`src/rtl/pipe_hazard_ctrl.sv`:
```
// pipe_hazard_ctrl: stall/forward controller for a 5-stage pipeline.
// It detects load-use hazards and multi-cycle data-memory accesses, drives
// the enable/bubble controls of the PC and the pipeline registers, and picks
// ALU operand forwarding sources from EX/MEM and MEM/WB.
// Ports:
//   clk, rst                  clock, synchronous active-high reset
//   id_rs/id_rt/id_use_*      ID-stage source registers and their use flags
//   ex_rn/ex_wreg/ex_m2reg    EX-stage destination, write and load flags
//   mem_rn/mem_wreg/mem_m2reg MEM-stage destination, write and load flags
//   mem_req, dmem_ready       data-memory access request / completion
//   wb_rn/wb_wreg             WB-stage destination and write flag
//   pc_en ... mem_wb_bubble   combinational (Mealy) stall controls
//   fwd_a, fwd_b              combinational forwarding selects
//   err_timeout               sticky dmem timeout flag (registered)
//   stall_cnt                 saturating count of pc_en = 0 cycles (registered)
module pipe_hazard_ctrl #(
  parameter int unsigned TIMEOUT = 16,
  parameter int unsigned CW      = 16
) (
  input  logic          clk,
  input  logic          rst,
  input  logic [4:0]    id_rs,
  input  logic [4:0]    id_rt,
  input  logic          id_use_rs,
  input  logic          id_use_rt,
  input  logic [4:0]    ex_rn,
  input  logic          ex_wreg,
  input  logic          ex_m2reg,
  input  logic [4:0]    mem_rn,
  input  logic          mem_wreg,
  input  logic          mem_m2reg,
  input  logic          mem_req,
  input  logic          dmem_ready,
  input  logic [4:0]    wb_rn,
  input  logic          wb_wreg,
  output logic          pc_en,
  output logic          if_id_en,
  output logic          id_ex_en,
  output logic          id_ex_bubble,
  output logic          ex_mem_en,
  output logic          mem_wb_bubble,
  output logic [1:0]    fwd_a,
  output logic [1:0]    fwd_b,
  output logic          err_timeout,
  output logic [CW-1:0] stall_cnt
);

  localparam int unsigned WW = 8;
  localparam logic [WW-1:0] WAIT_LAST = WW'(TIMEOUT - 1);

  typedef enum logic {ST_RUN = 1'b0, ST_WAIT = 1'b1} state_t;

  state_t        state;
  logic [WW-1:0] wait_cnt;
  logic          luh;
  logic          memstall;
  logic          timeout_hit;

  // Forwarding source for one operand; a load in MEM never forwards.
  function automatic logic [1:0] fwd_sel(input logic [4:0] src);
    if (mem_wreg && !mem_m2reg && (mem_rn != 5'd0) && (mem_rn == src))
      return 2'b01;
    else if (wb_wreg && (wb_rn != 5'd0) && (wb_rn == src))
      return 2'b10;
    else
      return 2'b00;
  endfunction

  // Hazard detection and Mealy stall outputs.
  always_comb begin
    luh = ex_m2reg && ex_wreg && (ex_rn != 5'd0) &&
          ((id_use_rs && (ex_rn == id_rs)) || (id_use_rt && (ex_rn == id_rt)));
    timeout_hit = (state == ST_WAIT) && !dmem_ready && (wait_cnt == WAIT_LAST);
    memstall = ((state == ST_RUN) && mem_req && !dmem_ready) ||
               ((state == ST_WAIT) && !dmem_ready && (wait_cnt != WAIT_LAST));

    pc_en         = 1'b1;
    if_id_en      = 1'b1;
    id_ex_en      = 1'b1;
    id_ex_bubble  = 1'b0;
    ex_mem_en     = 1'b1;
    mem_wb_bubble = 1'b0;
    fwd_a         = 2'b00;
    fwd_b         = 2'b00;

    if (!rst) begin
      fwd_a = fwd_sel(id_rs);
      fwd_b = fwd_sel(id_rt);
      if (memstall) begin
        // Freeze everything up to MEM, drain a NOP into WB.
        pc_en         = 1'b0;
        if_id_en      = 1'b0;
        id_ex_en      = 1'b0;
        ex_mem_en     = 1'b0;
        mem_wb_bubble = 1'b1;
      end else if (luh) begin
        // Hold IF/ID one cycle and insert a bubble behind the load.
        pc_en        = 1'b0;
        if_id_en     = 1'b0;
        id_ex_bubble = 1'b1;
      end
    end
  end

  // Memory-wait FSM, watchdog, sticky error and stall counter.
  always_ff @(posedge clk) begin
    if (rst) begin
      state       <= ST_RUN;
      wait_cnt    <= '0;
      err_timeout <= 1'b0;
      stall_cnt   <= '0;
    end else begin
      if (!pc_en && (stall_cnt != {CW{1'b1}}))
        stall_cnt <= stall_cnt + CW'(1);

      case (state)
        ST_RUN: begin
          if (mem_req && !dmem_ready) begin
            state    <= ST_WAIT;
            wait_cnt <= '0;
          end
        end
        ST_WAIT: begin
          if (dmem_ready) begin
            state <= ST_RUN;
          end else if (timeout_hit) begin
            state       <= ST_RUN;
            err_timeout <= 1'b1;
          end else begin
            wait_cnt <= wait_cnt + WW'(1);
          end
        end
        default: state <= ST_RUN;
      endcase
    end
  end

endmodule

```
`config.mk`:
```
export PLATFORM = sky130hd
export DESIGN_NAME = pipe_hazard_ctrl
export DESIGN_NICKNAME = d
export VERILOG_FILES = /design/src/rtl/pipe_hazard_ctrl.sv
export SDC_FILE = /design/constraint.sdc
export NUM_CORES = 1
export LEC_CHECK = 0
export BUFFER_PORTS_ARGS = -buffer_cell sky130_fd_sc_hd__buf_2
export CAP_MARGIN = 10
export CELL_PAD_IN_SITES_DETAIL_PLACEMENT = 0
export CELL_PAD_IN_SITES_GLOBAL_PLACEMENT = 1
export CORE_AREA = 2 2 80 82
export DETAILED_ROUTE_END_ITERATION = 8
export DIE_AREA = 0 0 82 84
export GPL_TIMING_DRIVEN = 0
export MAX_ROUTING_LAYER = met4
export PLACE_DENSITY_LB_ADDON = 0.15
export SLEW_MARGIN = 20
export SYNTH_ARGS = -nofsm -noshare
export SYNTH_HDL_FRONTEND = slang
export SYNTH_SLANG_ARGS = --single-unit
```
`constraint.sdc`:
```
create_clock -name clk -period 2 [get_ports clk]
set_clock_uncertainty 0.1 [all_clocks]
set_input_delay 0.2 -clock clk [delete_from_list [all_inputs] [get_ports clk]]
set_output_delay 0.2 -clock clk [all_outputs]
set_load 0.1 [all_outputs]
```
Word-level counts from Yosys, hierarchy flattened. Cells that the tools add are included.

Muxes and demuxes: 24. Bitwise operators: 2. Add/sub/neg operators: 2. Reduce and logical (&&, ||, !) cells: 29. Equality and inequality tests: 12.

Operator list (number): $eq 5x5->1 (6); $mux 8 (3); $logic_and 1x1->1 (19); $add 16x1->16 const B (1); $ne 16x16->1 const B (1); $pmux 8 s2 (1); $reduce_bool 5->1 (3); $mux 1 (13); $mux 2 (6); $add 8x1->8 const B (1); $eq 8x4->1 const B (1); $ne 8x4->1 const B (1); $reduce_and 3->1 (2); $ne 2x2->1 const B (2); $logic_not 1->1 (3); $logic_or 1x1->1 (2); $ne 2x1->1 const B (1); $not 1->1 (2); $pmux 1 s2 (1).

Output and inout bits: 27. Register bits: 26. Logic and storage cells: 73.

Depth between registers and ports, before layout. Gate-level depths: netlist (run 1).

Word-level depth: 9. Depth in mapped cells: 9. Depth with buffers taken out: 7.

Least setup slack after synthesis (run 1). No wires, ideal clock.

Kind: reg-to-output. From: register wait_cnt[4]. To: output port pc_en. Path buffers: 2. Stages on the path, launching flop included: 8. Arrival time: 4097 ps. Data required time: 1700 ps. Setup slack: -2397 ps. Cells stage by stage: dfxtp_1 or4b_1 o21ba_1 buf_6 nand2_4 inv_1 a21oi_1 buf_4.

Longest elaborated chain between the ends: 5.

Ends and longest elaborated chain: start: declaration (line 54) `logic [WW-1:0] wait_cnt;`; start signal: assignment (line 130) `wait_cnt <= wait_cnt + WW'(1);`; $ne 8x4->1 (line 75) `((state == ST_WAIT) && !dmem_ready && (wait_cnt != WAIT_LAST));`; $logic_and 1x1->1 (line 75); $logic_or 1x1->1 (line 74) `memstall = ((state == ST_RUN) && mem_req && !dmem_ready) ||`; $mux 1 (2 in series); end: declaration (line 36) `output logic pc_en,`.

Every way passes these cells.

Worst setup path in the final report (run 1).
From: register wait_cnt[5]. To: output port pc_en.

Longest elaborated chain between the ends: 5.

Ends and longest elaborated chain: $ne 8x4->1 (line 75); $logic_and 1x1->1 (line 75); $logic_or 1x1->1 (line 74); $mux 1 (line 89) `if (memstall) begin`; $mux 1 (line 86) `if (!rst) begin`.

Every way passes these cells.

==> results of run 1 <==
## path summary, 6_finish.rpt
kind	slack (ps)	from	endpoint
worst min register to register	380	err_timeout	err_timeout
worst min-delay path	70	rst	stall_cnt[5]
worst max-delay path	-290	wait_cnt[5]	pc_en
worst max register to register	-150	wait_cnt[5]	stall_cnt[0]
## repair_timing
item,CTS,global route
hold buffers,0,0
buffers inserted,18,9
gates cloned,2,0
endpoints found under the hold margin,0,0
resized for setup,49,28
endpoints found under the setup margin,22,28
pin swaps,9,11
## routing by layer
metal	wire length (um)	vias to the layer above	GRT usage (%)	share of wire (%)
li1	-	966	-	-
met1	2420	884	20.5	44
met2	2760	37	27.6	50
met3	236	8	2.92	4.3
met4	97	0	3.79	1.8
met5	0	-	-	0
## cell type report
| class | count | area share (%) |
|---|---|---|
| inverters | 10 | 1.63 |
| multi-input cells | 168 | 48.9 |
| clock buffers | 4 | 1.84 |
| well taps | 77 | 3.23 |
| plain buffers | 5 | 1.80 |
| flip-flops and latches | 26 | 19.8 |
| repair buffers | 89 | 22.8 |
## metrics by stage
stage                     setup WS (ps)  hold slack [ps]
final                              -294             68.2
after global routing               -373             68.7
after floorplan                   -1160              302
after global placement             -388              350
after detailed placement           -376              358
after CTS                          -315             63.4
## cell families after synthesis
kind of cell | count (synthesis)
xor+xnor | 37
fa+ha+maj | 2
buf+inv | 18
compound gates | 43
mux | 1
flops | 26
simple gates | 84
## report_power, final
group | switching (uW) | internal, uW | total [uW]
combinational | 203 | 159 | 361
clock | 181 | 177 | 358
sequential | 5.19 | 501 | 506
## synth_stat cells, types with 2 or more instances
master,number
a21o_1,2
a21oi_1,7
a21oi_2,6
a31oi_1,2
and3_1,3
and4_1,2
buf_4,2
buf_6,2
clkbuf_1,3
dfxtp_1,26
ha_1,2
inv_1,9
nand2_1,7
nand3_1,7
nand4_1,13
nor2_1,18
nor3_1,5
nor3b_1,3
nor4_1,5
o21ai_0,2
o21ai_1,2
o21ai_2,2
o21bai_1,2
o31ai_1,5
or2_2,2
or3_1,4
or4_1,9
xnor2_1,16
xor2_1,21
## state kept, by name (all words and copies together) (netlist names)
name	cells
stall_cnt	16
err_timeout	1
wait_cnt	8
state	1
==> impl_results.md, run 1 <==
- Status: finished with violations
- Failing checks: negative setup slack
- Synth area leader: dfxtp_1
- Drt first-iter violations: 51
- Worst path bufs/invs: 3
- Crit-path cells: or4b_4 > o21ba_4 > nand2_8 > clkinvlp_4 > a21oi_4 > buf_12 > buf_16
- Num rows: 29
- Mux cell area share after synthesis: 0.552%
- Placed cell count: 349
- WP data arrival: 1990 ps
- CTS H-Tree Depth: 1
- CP top delay family: simple AND/OR/NAND/NOR gates
- Peak VDD IR: 0.275 mV
- Total of max-cap violations: 0
- First-pass GRT wire length: 8700 um
- Clk_lat worst skew: 280 ps
- GRT overflow: 0
- # port buffers: 61
- Post-synthesis compound-gate area fraction: 18.6%
- Max-Slew Margin vs Limit: 39.5%
- Count of cell types in the netlist: 51
- ANT cells: 0
- Detail Route Antenna Nets: 0
- Worst Setup Path Type: reg -> out
- Crit Path Max Fanout: 3
- Reg area: 591 um^2
- Final min period: 2290 ps
- R2R cell count: 8
- Initial core utilization: 29.7%
- Synthesized instance count: 211
- Dpl hpwl: 3920 um
- Post-Synth Adder-Cell Area: 1.38%
- Number of fill cells: 578
- Wire per inst: 14.6 um
- Setup-failing EPs final: 26
- Synth top area cells: dfxtp_1, xor2_1, xnor2_1
- Die width: 82 um
- Vias in the first global route: 1795
- Routability cong.: 0.774
- Drt pass-1 iters: 4
- YS warnings: 0
- Die ar.: 0.00689 mm^2
- P_leak: 0.00117 uW
- Core Util, Final: 49.0%
- Startpoint class of the critical path: flop
- Initial antenna violation count: 0
- Vias: 1895
- Final setup margin: -294 ps
- Root buf cell: clkbuf_8
- Core area: 0.00610 mm^2
- Worst-path clk slew: 100 ps
- Pwr Density: 410 mW/mm^2
- GRT Util Overall: 16.5%
- Crit-path slowest cell: or4b_4
- Actual slew at the worst max-slew pin: 900 ps
- Fraction of the mapped netlist area in simple logic gates: 27.8%
- Ys async rst share: 0%
- CP Capture Type: primary output
- Cell area after layout: 0.00299 mm^2
- Multi-input gate area: 0.00146 mm^2
- Worst hold path class: in -> reg
- TritonCTS buffer count: 3
- DRC Markers: 0
- Hold Vio Cnt, Final: 0
- Syn avg cell area: 8.59 um^2
- Seq cells post-synth: 26
- CTS tree: yes
- Synthesized area: 0.00181 mm^2
- Yosys top cell area share: 28.7%
- WP depth: 7
- Post-DP Area: 0.00242 mm^2
- Setup TNS: -2960 ps
- Bufs on Longest Clock Path: 2
- CTS sink cnt: 26
- Final Non-Filler Cells: 379
- Syn nets: 249
- Slowest cell delay on critical path: 520 ps
- WHS Path Cells: 2
- Post-synth EDFFs: 0
- Largest net degree at the start of global routing: 15
- WL final: 5520 um
- Vias per cell: 5.00
- Worst EP required: 1700 ps
- Final period util: 115%
- Area Growth Syn to Fin: 64.8%
- Largest family of logic cells by synthesized area: simple AND/OR/NAND/NOR gates
- Die Y: 84 um
- Synth Area in XOR/XNOR: 17.9%
- Commonest non-fill, non-tap cells in the layout: buf_2, buf_4, xor2_1
- Total Power: 1230 uW
- Post-synthesis sequential area ratio: 28.7%
- Most used DFF post-synth: dfxtp_1
- Nets: 341
- Layout cells sized above 1: 56.0%
- RSZ-0062 raised after global routing: true
- Slew Limit Fails: 0
- FMAX: 0.436 GHz
- I/O pin cnt: 63
- Commonest non-fill, non-tap cell in the layout: buf_2
No activity file was read; power rests on OpenSTA's default activity.
==> run 2: changes to the inputs <==
- ABC_AREA: not set -> 1
- CORE_AREA: 2 2 80 82 -> 2 2 84 86
- DIE_AREA: 0 0 82 84 -> 0 0 86 88
- SETUP_SLACK_MARGIN: not set -> 0.5
==> run 2 against run 1 <==
The flow still finishes with violations (negative setup slack); final area increased by 12%; sequential share of layout area decreased by 2.3 points; sequential cell count unchanged; clock power increased by 13%; critical path type unchanged; largest cell class unchanged.
==> impl_results.md, run 2 <==
- Detail Route Antenna Nets: 0
- Commonest non-fill, non-tap cells in the layout: nand2_1, nor2_1, buf_2
- Crit-path cells: nor2_4 > nand3_4 > o21ai_4 > nand2_4 > nand2_8 > nand2_8 > buf_8 > clkinvlp_4 > buf_12 > buf_12
- Bufs on Longest Clock Path: 2
- First-pass GRT wire length: 9590 um
- P_leak: 0.00157 uW
- CTS H-Tree Depth: 1
- WP data arrival: 1770 ps
- Worst EP required: 1700 ps
- Vias in the first global route: 2141
- Synth area leader: dfxtp_1
- Count of cell types in the netlist: 31
- Setup-failing EPs final: 9
- Clk_lat worst skew: 280 ps
- CP top delay family: buffers and inverters
- Largest regs: stall_cnt: 16 flops, wait_cnt: 8 flops
- Hold Vio Cnt, Final: 0
- Hold buffers post-CTS: 0
- CTS tree: yes
- FMAX: 0.483 GHz
- Initial antenna violation count: 0
- GRT Util Overall: 16.4%
- Ys async rst share: 0%
- RSZ-0062 raised after global routing: true
- Slew Limit Fails: 0
- Pwr Density: 406 mW/mm^2
- Commonest non-fill, non-tap cell in the layout: nand2_1
- CP Capture Type: primary output
- Worst hold slack: 144 ps
- Number of fill cells: 636
- ANT cells: 0
- Total of max-cap violations: 0
- Max-Slew Margin vs Limit: 67.7%
- Layout cells sized above 1: 44.9%
- Final min period: 2070 ps
- Crit-path slowest cell: dfxtp_4
- Largest net degree at the start of global routing: 16
- Failing checks: negative setup slack
- DRC Markers: 0
- Drt first-iter violations: 47
- Worst path bufs/invs: 4
- Reg area: 586 um^2
- Core area: 0.00664 mm^2
- Syn avg cell area: 6.04 um^2
- Vias per cell: 4.61
- Final setup margin: -70.8 ps
- Most used DFF post-synth: dfxtp_1
- Dpl hpwl: 4290 um
- Root buf cell: clkbuf_8
- Commonest cells post-synth: nand2_1, nor2_1, inv_1
- Startpoint class of the critical path: flop
- CTS sink cnt: 26
- Crit Path Max Fanout: 4
- Wire per inst: 11.9 um
- Final period util: 104%
- Post-DP Area: 0.00261 mm^2
- Worst hold path class: in -> reg
- Synthesized area: 0.00200 mm^2
- Peak VDD IR: 0.267 mV
- Worst Setup Path Type: reg -> out
- Status: finished with violations
- Seq cells post-synth: 26
- Nets: 458
- Num rows: 30
- Synth top area cells: dfxtp_1, nand2_1, nor2_1
- Drt pass-1 iters: 4
- Initial core utilization: 30.1%
- Max reg flops: 16
- I/O pin cnt: 63
- Cell area after layout: 0.00335 mm^2
- WL final: 5960 um
- Slowest cell delay on critical path: 380 ps
- Die ar.: 0.00757 mm^2
- Actual slew at the worst max-slew pin: 488 ps
- Most flops, register: stall_cnt
- Setup TNS: -201 ps
- Die width: 86 um
- Multi-input gate area: 0.00153 mm^2
- Synthesized instance count: 331
- TritonCTS buffer count: 3
- Syn nets: 369
- Vias: 2298
- Post-synthesis sequential area ratio: 26.0%
- Area Growth Syn to Fin: 67.5%
- YS warnings: 0
- Die Y: 88 um
- Post-synth EDFFs: 0
- GRT overflow: 0
- # port buffers: 62
- Count leader, synth: nand2_1
- Routability cong.: 0.769
- Worst-path clk slew: 100 ps
- Yosys top cell area share: 26.0%
[run 2: cell types whose count changed in the layout (fill, tap and decap cells not counted), sizes merged, moves of 9 or more]
cell / change
nor2: +37
nand3: +20
or4: -9
xor2: -14
a21oi: +12
nand2: +77
inv: +42
[run 2: kinds of logic (layout without fill, tap and decap cells)]
| kind of cell | count (synthesis) | after routing | share of synthesized area, % |
|---|---|---|---|
| DFF | 26 | 26 | 26.0 |
| adders and majority gates | 2 | 2 | 1.25 |
| and+or+nand+nor | 194 | 194 | 44.2 |
| AOI/OAI and AO/OA | 33 | 33 | 8.82 |
| xor gates and xnor gates | 15 | 15 | 6.57 |
| buffers and inverters | 61 | 149 | 13.1 |
[run 2: cell type report]
cell class	count	share of cell area [%]
inverter	53	6.35
tap	80	2.99
timing repair buffer	84	22.5
multi-input combinational	244	45.8
sequential	26	17.5
buffer	8	2.91
clock buffer	4	1.98
[run 2: path summary, 6_finish.rpt]
kind	start	slack, ps	to	cells past startpoint
worst max register to register	wait_cnt[4]	-10	stall_cnt[13]	15
worst min register to register	wait_cnt[7]	370	wait_cnt[7]	2
worst min-delay path	dmem_ready	140	wait_cnt[0]	4
worst max-delay path	wait_cnt[4]	-70	pc_en	10
[run 2: repair_timing]
item,in CTS,in global routing
setup endpoints to repair,31,34
setup buffers,16,4
pin swaps,17,20
resized for setup,70,55
cloned,1,1
endpoints found under the hold margin,0,0
[run 2: power by group]
part / switching (uW) / internal [uW] / total, uW
Clock: 188 / 218 / 406
Sequential: 7.26 / 503 / 510
Combinational: 247 / 195 / 442
Total: 442 / 916 / 1360
[run 2: tightest hold or removal path, cell delays in order]
cell and delay, ps:
buf_2 110, nor2_4 50, o21ai_4 70, a211oi_1 70
[run 2: through the flow]
step                setup slack [ps]  power [uW]  std cells  util (%)
global route                    -166        1430        499      50.4
finish                         -70.8        1360        499      50.4
floorplan                       -288         740        331         -
detailed placement              -187         837        473      39.3
global placement                -219         838        473      39.3
CTS                            -91.2        1330        494      46.1
[run 2: metal layers]
metal	share of wire, %	wire length, um	track usage (%)
met5	0	0	-
met2	51	3020	28.3
met3	3.1	186	2.45
met1	44	2650	19.6
met4	1.8	105	5.34
